File: src/rtl/fixed_exp_pkg.sv
`default_nettype none
// ============================================================================
//  Module      : fixed_exp_pkg
//  Description : Shared constants and types for the e^(-x) pipeline.
//  Revision    : 1.0 - initial release
// ============================================================================
package fixed_exp_pkg;

    localparam int EXP_LUT_ADDR_WIDTH = 3;
    localparam int EXP_OUT_WIDTH      = 17;
    localparam logic [16:0] EXP_OUT_ONE = 17'd65536;
    localparam int EXP_MAX_SHIFT      = 16;
    // Bits needed to hold any in-range shift amount (0..EXP_MAX_SHIFT).
    localparam int EXP_SHIFT_WIDTH    = $clog2(EXP_MAX_SHIFT + 1);

    typedef logic [16:0] exp_q1_16_t;

endpackage
`default_nettype wire

File: src/rtl/fractional_lut_16.sv
`default_nettype none
// ============================================================================
//  Module      : fractional_lut_16
//  Description : Combinational table of e^(-k/8) in Q1.16, k = 0..7.
//  Revision    : 1.0 - initial release
// ============================================================================
module fractional_lut_16
    import fixed_exp_pkg::*;
(
    input  logic [EXP_LUT_ADDR_WIDTH-1:0] i_addr,
    output exp_q1_16_t                    o_data
);

    // round(65536 * e^(-k/8))
    always_comb begin
        o_data = EXP_OUT_ONE;
        case (i_addr)
            3'd0:    o_data = EXP_OUT_ONE;
            3'd1:    o_data = 17'd57835;
            3'd2:    o_data = 17'd51039;
            3'd3:    o_data = 17'd45042;
            3'd4:    o_data = 17'd39750;
            3'd5:    o_data = 17'd35079;
            3'd6:    o_data = 17'd30957;
            3'd7:    o_data = 17'd27319;
            default: o_data = EXP_OUT_ONE;
        endcase
    end

endmodule
`default_nettype wire

File: src/rtl/fixed_exp_neg_pipe.sv
`default_nettype none
// ============================================================================
//  Module      : fixed_exp_neg_pipe
//  Description : Two-stage valid/ready pipeline computing e^(-x) in Q1.16
//                as LUT[frac] >> int. Define FIXED_EXP_ROUND_EN to round the
//                shift to nearest instead of truncating.
//  Revision    : 1.0 - initial release
// ============================================================================
module fixed_exp_neg_pipe
    import fixed_exp_pkg::*;
#(
    parameter int DATA_IN_WIDTH      = 8,
    parameter int DATA_IN_FRAC_WIDTH = 3,
    parameter int DATA_OUT_WIDTH     = 17
) (
    input  logic                      clk,
    input  logic                      rst_n,
    input  logic [DATA_IN_WIDTH-1:0]  data_in_0,
    input  logic                      data_in_0_valid,
    output logic                      data_in_0_ready,
    output logic [DATA_OUT_WIDTH-1:0] data_out_0,
    output logic                      data_out_0_valid,
    input  logic                      data_out_0_ready
);

    localparam int c_int_width = DATA_IN_WIDTH - DATA_IN_FRAC_WIDTH;
    localparam logic [EXP_SHIFT_WIDTH-1:0] c_max_shift = EXP_SHIFT_WIDTH'(EXP_MAX_SHIFT);

    if (DATA_OUT_WIDTH != EXP_OUT_WIDTH) begin : g_chk_out_width
        $error("fixed_exp_neg_pipe: DATA_OUT_WIDTH must be 17");
    end
    if (DATA_IN_FRAC_WIDTH < EXP_LUT_ADDR_WIDTH) begin : g_chk_frac_width
        $error("fixed_exp_neg_pipe: DATA_IN_FRAC_WIDTH must be >= 3");
    end
    if (DATA_IN_WIDTH <= DATA_IN_FRAC_WIDTH) begin : g_chk_in_width
        $error("fixed_exp_neg_pipe: DATA_IN_WIDTH must exceed DATA_IN_FRAC_WIDTH");
    end

    logic                          r_s1_valid;
    exp_q1_16_t                    r_s1_lut;
    logic [c_int_width-1:0]        r_s1_shift;
    logic                          r_out_valid;
    exp_q1_16_t                    r_out_data;

    logic [c_int_width-1:0]        w_int_part;
    logic [EXP_LUT_ADDR_WIDTH-1:0] w_frac_idx;
    exp_q1_16_t                    w_lut_data;
    logic                          w_s1_adv;
    logic                          w_s2_adv;
    logic                          w_accept;
    logic [EXP_SHIFT_WIDTH-1:0]    w_shift_amt;
    logic                          w_shift_ovf;
    exp_q1_16_t                    w_round_inc;
    exp_q1_16_t                    w_sum;
    exp_q1_16_t                    w_stage2_result;

    // Fraction bits below the top three are dropped (floor).
    assign w_int_part = data_in_0[DATA_IN_WIDTH-1:DATA_IN_FRAC_WIDTH];
    assign w_frac_idx = data_in_0[DATA_IN_FRAC_WIDTH-1 -: EXP_LUT_ADDR_WIDTH];

    fractional_lut_16 u_lut (
        .i_addr (w_frac_idx),
        .o_data (w_lut_data)
    );

    // Ready chain is combinational from downstream ready only, never from valid.
    assign w_s2_adv        = !r_out_valid || data_out_0_ready;
    assign w_s1_adv        = !r_s1_valid || w_s2_adv;
    assign data_in_0_ready = w_s1_adv && rst_n;
    assign w_accept        = data_in_0_valid && data_in_0_ready;

    if (c_int_width > EXP_SHIFT_WIDTH) begin : g_shift_wide
        assign w_shift_amt = r_s1_shift[EXP_SHIFT_WIDTH-1:0];
        assign w_shift_ovf = (|r_s1_shift[c_int_width-1:EXP_SHIFT_WIDTH])
                           || (r_s1_shift[EXP_SHIFT_WIDTH-1:0] > c_max_shift);
    end else if (c_int_width == EXP_SHIFT_WIDTH) begin : g_shift_exact
        assign w_shift_amt = r_s1_shift;
        assign w_shift_ovf = (r_s1_shift > c_max_shift);
    end else begin : g_shift_narrow
        assign w_shift_amt = EXP_SHIFT_WIDTH'(r_s1_shift);
        assign w_shift_ovf = 1'b0;
    end

`ifdef FIXED_EXP_ROUND_EN
    // Half-LSB bias; the sum stays within 17 bits since LUT <= 1.0 and shift >= 1.
    assign w_round_inc = (w_shift_amt == '0) ? '0
                       : (exp_q1_16_t'(1) << (w_shift_amt - 1'b1));
`else
    assign w_round_inc = '0;
`endif

    assign w_sum           = r_s1_lut + w_round_inc;
    assign w_stage2_result = w_shift_ovf ? '0 : (w_sum >> w_shift_amt);

    always_ff @(posedge clk) begin
        if (!rst_n) begin
            r_s1_valid  <= 1'b0;
            r_s1_lut    <= '0;
            r_s1_shift  <= '0;
            r_out_valid <= 1'b0;
            r_out_data  <= '0;
        end else begin
            if (w_s1_adv) begin
                r_s1_valid <= w_accept;
            end
            if (w_accept) begin
                r_s1_lut   <= w_lut_data;
                r_s1_shift <= w_int_part;
            end
            if (w_s2_adv) begin
                r_out_valid <= r_s1_valid;
                if (r_s1_valid) begin
                    r_out_data <= w_stage2_result;
                end
            end
        end
    end

    assign data_out_0       = r_out_data;
    assign data_out_0_valid = r_out_valid;

endmodule
`default_nettype wire

File: config.mk
export PLATFORM = sky130hd
export DESIGN_NAME = fixed_exp_neg_pipe
export DESIGN_NICKNAME = d
export VERILOG_FILES = /design/src/rtl/fixed_exp_pkg.sv /design/src/rtl/fractional_lut_16.sv /design/src/rtl/fixed_exp_neg_pipe.sv
export SDC_FILE = /design/constraint.sdc
export NUM_CORES = 1
export LEC_CHECK = 0
export CORE_ASPECT_RATIO = 1.75
export CORE_MARGIN = 5
export CORE_UTILIZATION = 44
export DETAILED_ROUTE_END_ITERATION = 16
export PLACE_DENSITY = 0.67
export SYNTH_ARGS = -nofsm -noshare
export SYNTH_HDL_FRONTEND = slang
export SYNTH_HIERARCHICAL = 1
export SYNTH_SLANG_ARGS = --single-unit
File: constraint.sdc
create_clock -name clk -period 2.3 [get_ports clk]
set_input_delay 0.575 -clock clk [delete_from_list [all_inputs] [get_ports clk]]
set_output_delay 0.575 -clock clk [all_outputs]
set_load 0.03 [all_outputs]
* Yosys cells after proc, flatten, opt, wreduce, memory -nomap -nowiden
Memory sizes are Yosys's and may differ from the RTL's. A register that Yosys moved wholly into a read port is not among the register bits.
Cells that the tools add are included.
** Word-level totals
- Memory bits (read-only) :: 136
- Flip-flop bits (word level) :: 24
- Input bits :: 12
- Output and inout port bits :: 19
- Memories kept :: 1
- Word-level logic and storage cells :: 16
** Operators by class
- $lt $le $gt $ge :: 1
- Reduce and logical (&&, ||, !) cells :: 8
- Shift operators :: 1
- Muxes and demuxes :: 1
** Memories
- (no name shown) :: words 8, bits a word 17, read ports 1, clocked after memory_dff 1, wr ports 0, line fractional_lut_16.sv:17 : case (i_addr)
** Operator list (number)
- 17-bit two-way mux :: 1
- 17-bit by 5-bit >> shifter with 17-bit output :: 1
- 5-bit > comparator (second input constant) :: 1
- 1-bit logical NOT :: 3
- 1-bit logical AND :: 2
- 1-bit logical OR :: 2
- 2-bit AND reduction :: 1

* Logic depth before layout (Yosys ltp)
Gate-level depths: netlist (run 1).
- Depth after elaboration :: 5
- Gate-level depth with buffers :: 7
- Gate-level depth less buffers :: 6

* Hierarchy
Netlist (run 1), hierarchy kept.
** By module, submodules not included
- fixed_exp_neg_pipe :: seq. area each 820.8 µm², area an instance 2275.9 µm², cells each 247, times used 1
- fractional_lut_16 :: seq. area each 0.0 µm², area an instance 187.7 µm², cells each 28, times used 1

* Least setup slack after synthesis (run 1)
No wires, ideal clock.
- Kind :: input-to-output
- From :: input port rst_n
- To :: output port data_in_0_ready
- Path buffers :: 2
- Arrival :: 1.816 ns
- Cell stages on the path :: 4
- Required time :: 1.725 ns
- Setup slack :: -0.091 ns
- Cell sequence :: clkbuf_1 clkinv_1 clkbuf_1 a21oi_1
** Between the ends
- Word-level cells in the longest chain between the ends :: 1
** Ends and longest elaborated chain
- start: declaration :: line fixed_exp_neg_pipe.sv:17 : input logic rst_n,
- 1-bit logical AND :: line fixed_exp_neg_pipe.sv:69 : assign data_in_0_ready = w_s1_adv && rst_n;
- end: declaration :: line fixed_exp_neg_pipe.sv:20 : output logic data_in_0_ready,
No other way between the ends.

* Final worst setup path (run 1)
- From :: input port data_out_0_ready
- To :: output port data_in_0_ready
** Between the ends
- Word-level cells in the longest chain between the ends :: 3
** Ends and longest elaborated chain
- start: declaration :: line fixed_exp_neg_pipe.sv:23 : input logic data_out_0_ready
- 1-bit logical OR :: line fixed_exp_neg_pipe.sv:67 : assign w_s2_adv = !r_out_valid || data_out_0_ready;
- 1-bit logical OR :: line fixed_exp_neg_pipe.sv:68 : assign w_s1_adv = !r_s1_valid || w_s2_adv;
- 1-bit logical AND :: line fixed_exp_neg_pipe.sv:69
No other way between the ends.

==> run_results.csv, run 1 <==
group,metric,value,unit
yosys,yosysWarnings,6,
sta,period_needed,2.090,ns
cells_and_area,nFillCells,551,
sta,finalHoldViolCount,0,
yosys,yosysTopAreaCellShare,33.32,%
route,viasPerCell,5.316,
sta,finClkSkew,0.01256,ns
floorplanning,num_rows,36,
cts,cts_sinks,41,
critical_path,cpPeakStageDelay,0.41,ns
route,drcViolationCount,0,
cts,cts_tree,"yes",
cells_and_area,drive_gt1_share,16.00,%
cells_and_area,num_antenna_cells,0,
critical_path,r2r_cells,5,
sta,worstMarginPinSlew,0.6062,ns
cells_and_area,nets,317,
yosys,postSynthAreaPerCell,8.959,um^2
worst_hold_path,hold_path_class,"flip-flop to flip-flop",
route,totalWireLength,5386,um
cts,cts-buffers-inserted,5,
placement,dp_hpwl,4270,um
critical_path,cp.depth,4,
yosys,ys_ff_latch,41,
sta,finalCritPeriodShare,90.87,%
cts,htree_levels,2,
sta,rsz0062_at_grt,"no",
yosys,ys_types,52,
critical_path,path_cells,"clkdlybuf4s50_1, nor2b_1, a21oi_2, buf_4",
yosys,synth_enable_flop_cells,0,
global_routing,grt_max_degree,45,
floorplanning,dieArea,0.007255,mm^2
critical_path,crit_fanout,4,
sta,fmax,478.5,MHz
outcome,status,"finished clean",
worst_hold_path,min-delay-start,"data_out_0[12]$_SDFFE_PN0P_",
placement,placed_cells,370,
pwr,power.density,555.9,mW/mm^2
cells_and_area,finish.utilization,52.82,%
critical_path,crit_buf_inv,2,
yosys,synth.largest_area_cell,"dfxtp_1",
sta,slew_headroom,59.02,%
yosys,synthesis.area,0.002464,mm^2
critical_path,crit_end,"data_in_0_ready",
critical_path,worstSetupPathType,"input pin to output port",
global_routing,grt.total_usage,16.14,%
cts,ctsHoldBuffers,0,
yosys,syn-num-nets,291,
route,antenna_left,0,
floorplanning,die_h,109.0,um
cts,post_cts_buffers,0,
sta,report.final.slew_viol_count,0,
route,firstDrtPassIters,4,
floorplanning,start_util,44.83,%
route,avgRoutedWirePerCell,14.32,um
sta,setup_viol,0,
sta,fin_setup_tns,0,ns
cts,clock_latency,0.30,ns
cells_and_area,final_common_cell,"dfxtp_1",
pwr,ir_worst_vdd,0.2479,mV
critical_path,cp-end-kind,"output port",
route,num_vias,1999,
yosys,yosysSeqAreaShare,33.32,%
critical_path,cp_slowest_cell,"clkdlybuf4s50_1",
placement,gp_congestion,0.8868,
critical_path,start_kind,"input pin",
critical_path,r2r_slack,0.50,ns
yosys,async_flop_share,0,%
critical_path,startpoint,"data_out_0_ready",
route,drt-initial-drc-count,105,
yosys,synthFlopType,"dfxtp_1",
critical_path,cp.arrival,1.51,ns
placement,port_buffers,30,
global_routing,grt_pass1_wl,9004,um
cells_and_area,syn2layout_area_growth,17.83,%
floorplanning,die_w,66.57,um
cells_and_area,stdcell_count,376,
floorplanning,ioPinCount,31,
yosys,netlist_top_cells_area,"dfxtp_1 33%, mux4_2 8.2%, mux2i_1 5.3%, o21ai_0 5.1%, mux2_2 5.0%",
critical_path,reg2reg_to,"data_out_0[0]$_SDFFE_PN0P_",
critical_path,rr_startpoint,"r_s1_shift[1]$_SDFFE_PN0P_",
critical_path,worstPathRequired,1.73,ns
cells_and_area,final_cell_mix,"41 x dfxtp_1, 29 x clkdlybuf4s50_1, 27 x inv_1",
cts,cts-resized-gates,0,
yosys,syn-instance-count,275,
pwr,p_leak,0.001120,uW
run,maxCapViolCount,0,
cts,clockBufferDepth,2,
critical_path,cp_top_family,"buffers and inverters",
global_routing,grt.overflow.total,0,
floorplanning,core,0.005495,mm^2
cts,root_buffer,"clkbuf_8",
global_routing,antenna_found_initial,0,
cts,cts.clk_slew.worst_paths,0.08,ns
global_routing,grt_pass1_vias,1875,
[stage by stage]
stage | area, um^2 | total power, uW | hold WS, ns | worst slack [ns]
after detailed placement | 2829 | 1195 | 0.4486 | 0.1690
final | 2903 | 1614 | 0.4566 | 0.2100
after global placement | 2829 | 1189 | 0.4430 | 0.1956
after global routing | 2903 | 1684 | 0.4868 | 0.1552
after CTS | 2903 | 1625 | 0.4594 | 0.1940
after floorplan | 2467 | 1086 | 0.4391 | 0.08671
[worst register-to-register path, cell delays in order (launching register included)]
cell,delay [ns]
dfxtp_1,0.36
buf_12,0.20
mux4_1,0.62
mux2i_1,0.26
nor2_1,0.08
o21a_1,0.19
[power breakdown]
part	internal [uW]	switching (uW)	leakage [uW]
Sequential	752	48.4	0.000336
Clock	200	238	0.0000399
Combinational	189	187	0.000744
Total	1140	473	0.00112
[cells in the mapped netlist (3+ instances only)]
| cell | count |
|---|---|
| mux2_2 | 11 |
| o21a_1 | 3 |
| buf_4 | 4 |
| buf_2 | 5 |
| mux4_2 | 9 |
| a2bb2oi_1 | 8 |
| nand2_1 | 11 |
| o21ai_0 | 25 |
| or2_2 | 3 |
| clkbuf_1 | 10 |
| a22oi_1 | 3 |
| mux2i_1 | 13 |
| buf_6 | 3 |
| nand2b_1 | 4 |
| inv_1 | 27 |
| nand3_1 | 23 |
| nor2_1 | 13 |
| dfxtp_1 | 41 |
| a21oi_1 | 12 |
| ha_1 | 4 |
| nor2b_1 | 3 |
| nand4_1 | 3 |
[cells by family after synthesis]
logic type	after synthesis	share of synthesized area (%)
and+or+nand+nor	72	14.93
buffers and inverters	52	10.36
adders and majority gates	4	2.032
AOI/OAI and AO/OA	70	18.69
DFF	41	33.32
muxes	36	20.67
[layout make-up]
cell class | count | area (um^2) | share of cell area [%]
clock buffer | 5 | 68.82 | 2.371
multi-input combinational | 182 | 1391 | 47.93
timing repair buffer | 42 | 412.9 | 14.22
tap | 76 | 95.09 | 3.276
inverter | 29 | 108.9 | 3.750
sequential | 41 | 820.8 | 28.28
clock inverter | 1 | 5.005 | 0.1724
[state kept, by name, summed over array words and instances, names as in the netlist]
| name | count |
|---|---|
| r_s1_valid | 1 |
| r_s1_shift | 5 |
| data_out_0 | 17 |
| data_out_0_valid | 1 |
| r_s1_lut | 17 |
[how the worst min path moves through the flow]
stage | endpoint | depth (start not counted)
final | data_out_0[12]$_SDFFE_PN0P_ | 2
after floorplan | r_s1_lut[0]$_SDFFE_PN0P_ | 2
after CTS | data_out_0[12]$_SDFFE_PN0P_ | 2
after global placement | data_out_0[12]$_SDFFE_PN0P_ | 2
after detailed placement | data_out_0[12]$_SDFFE_PN0P_ | 2
after global routing | data_out_0[11]$_SDFFE_PN0P_ | 2
[per-layer routing]
metal	track usage (%)	part of all wire [%]	wire, um	vias to the layer above
li1	-	-	-	1029
met1	16.51	39	2098	928
met4	7.122	2.7	146	0
met3	2.165	2.3	124	9
met2	31.25	56	3016	33
met5	0	0	0	-
(Power assumes the default switching activity.)
==> run 2: changes to the inputs <==
--- a/config.mk
+++ b/config.mk
@@ -5,6 +5,7 @@
 export SDC_FILE = /design/constraint.sdc
 export NUM_CORES = 1
 export LEC_CHECK = 0
+export ABC_CLOCK_PERIOD_IN_PS = 2300
 export CORE_ASPECT_RATIO = 1.75
 export CORE_MARGIN = 5
 export CORE_UTILIZATION = 44
==> results of run 2 <==
The final DEF is identical to that of run 1; final timing and power are the same.
==> run 3: changes to the inputs <==
--- a/config.mk
+++ b/config.mk
@@ -10,7 +10,9 @@
 export CORE_MARGIN = 5
 export CORE_UTILIZATION = 44
 export DETAILED_ROUTE_END_ITERATION = 16
-export PLACE_DENSITY = 0.67
+export DONT_BUFFER_PORTS = 1
+export PLACE_DENSITY = 0.6
+export SKIP_LAST_GASP = 1
 export SYNTH_ARGS = -nofsm -noshare
 export SYNTH_HDL_FRONTEND = slang
 export SYNTH_HIERARCHICAL = 1
==> run 3 against run 2 <==
Against the previous run: first-iteration DRC count down 0.95%; via count down 6.5%; die area unchanged; clock-buffer cell count unchanged; fmax up 6.9%; power down 4.8%; cell area down 12%; combinational power down 23%; sequential power up 3.1%; largest cell class unchanged; sequential cell count unchanged; hold slack worse by 0.048 ns; global-route usage up 1.0 points.
==> run_results.csv, run 3 (synthesized netlist as in run 1, its figures left out) <==
group,metric,value,unit
route,antenna_left,0,
critical_path,worstSetupPathType,"flip-flop to output port",
sta,worstMarginPinSlew,0.5797,ns
cells_and_area,multi_input_area,0.001391,mm^2
cts,cts_tree,"yes",
sta,rsz0062_at_grt,"no",
cells_and_area,nFillCells,579,
global_routing,grt.total_usage,17.17,%
cts,htree_levels,2,
cts,cts-buffers-inserted,5,
route,drt-initial-drc-count,104,
route,firstDrtPassIters,4,
cells_and_area,syn2layout_area_growth,3.504,%
floorplanning,dieArea,0.007255,mm^2
sta,setup_viol,0,
placement,port_buffers,0,
floorplanning,die_h,109.0,um
critical_path,crit_fanout,8,
cells_and_area,finish.utilization,46.40,%
cts,clockBufferDepth,2,
floorplanning,num_rows,36,
worst_hold_path,min_path_cells,2,
pwr,ir_worst_vdd,0.2231,mV
floorplanning,die_w,66.57,um
global_routing,grt_max_degree,45,
cts,root_buffer,"clkbuf_8",
route,num_vias,1870,
global_routing,grt_pass1_vias,1957,
placement,gp_congestion,0.8441,
sta,finalCritPeriodShare,85.04,%
cells_and_area,drive_gt1_share,16.17,%
floorplanning,start_util,44.83,%
sta,slew_headroom,60.81,%
critical_path,cp-end-kind,"output port",
route,viasPerCell,5.468,
critical_path,start_kind,"flip-flop",
cells_and_area,nets,283,
sta,report.final.slew_viol_count,0,
critical_path,r2r_cells,5,
outcome,status,"finished clean",
critical_path,worstPathRequired,1.73,ns
pwr,total_power,1537,uW
route,avgRoutedWirePerCell,16.13,um
sta,finalHoldViolCount,0,
cts,cts_sinks,41,
route,drcViolationCount,0,
sta,fin_setup_tns,0,ns
sta,period_needed,1.956,ns
cells_and_area,seqCellArea,820.8,um^2
global_routing,grt_pass1_wl,9528,um
global_routing,grt.overflow.total,0,
route,totalWireLength,5516,um
worst_hold_path,hold_path_class,"input pin to flip-flop",
cts,clock_latency,0.29,ns
global_routing,antenna_found_initial,0,
floorplanning,core,0.005495,mm^2
cts,post_cts_buffers,0,
sta,finClkSkew,0.003658,ns
run,maxCapViolCount,0,
cts,cts-resized-gates,0,
cts,ctsHoldBuffers,0,
cells_and_area,final_cell_mix,"41 x dfxtp_1, 27 x inv_1, 25 x o21ai_0",
cts,cts.clk_slew.worst_paths,0.07,ns
pwr,power.density,602.6,mW/mm^2
critical_path,cp.arrival,1.38,ns
cells_and_area,final_common_cell,"dfxtp_1",
cells_and_area,num_antenna_cells,0,
floorplanning,ioPinCount,31,
pwr,p_leak,0.0009834,uW
placement,dp_hpwl,4307,um
sta,fmax,511.3,MHz
## run 3: worst paths after layout
| check | startpoint | to | slack (ns) |
|---|---|---|---|
| setup / recovery | data_out_0_valid$_SDFFE_PN0P_ | data_in_0_ready | 0.34 |
| hold / removal | data_in_0_valid | r_s1_valid$_SDFFE_PN0P_ | 0.41 |
| setup reg to reg | r_s1_shift[1]$_SDFFE_PN0P_ | data_out_0[3]$_SDFFE_PN0P_ | 0.43 |
| hold reg to reg | r_s1_lut[0]$_SDFFE_PN0P_ | r_s1_lut[0]$_SDFFE_PN0P_ | 0.49 |
## run 3: routing by layer
metal,track usage [%],share of wire (%),wire [um],up-vias
li1,-,-,-,959
met1,17.89,38,2084,848
met2,30.40,53,2943,46
met3,2.990,4.0,218,17
met4,11.63,4.9,269,0
met5,0,0,0,-
## run 3: critical path, stage by stage, from the launching register on
cell and delay, ns:
dfxtp_1 0.42, nor2b_1 0.18, buf_4 0.15, a21oi_2 0.34
## run 3: stage by stage
step	cells	hold WS (ns)	instance area (um^2)	setup WS, ns
global route	342	0.3998	2550	0.2830
CTS	342	0.3938	2550	0.3199
global placement	336	0.4734	2476	0.4552
finish	342	0.4081	2550	0.3440
floorplan	275	0.4391	2467	0.08671
detailed placement	336	0.4777	2476	0.4414
## run 3: final cells by class
class | count | area share, %
Clock buffer | 5 | 2.699
Sequential cell | 41 | 32.19
Tap cell | 76 | 3.729
Clock inverter | 1 | 0.1963
Inverter | 29 | 4.269
Timing Repair Buffer | 8 | 2.355
Multi-Input combinational cell | 182 | 54.56
## run 3: where the power goes
group / total [uW] / internal [uW] / switching (uW)
Sequential: 825 / 752 / 72.8
Combinational: 288 / 144 / 144
Clock: 423 / 199 / 224
Total: 1540 / 1100 / 441
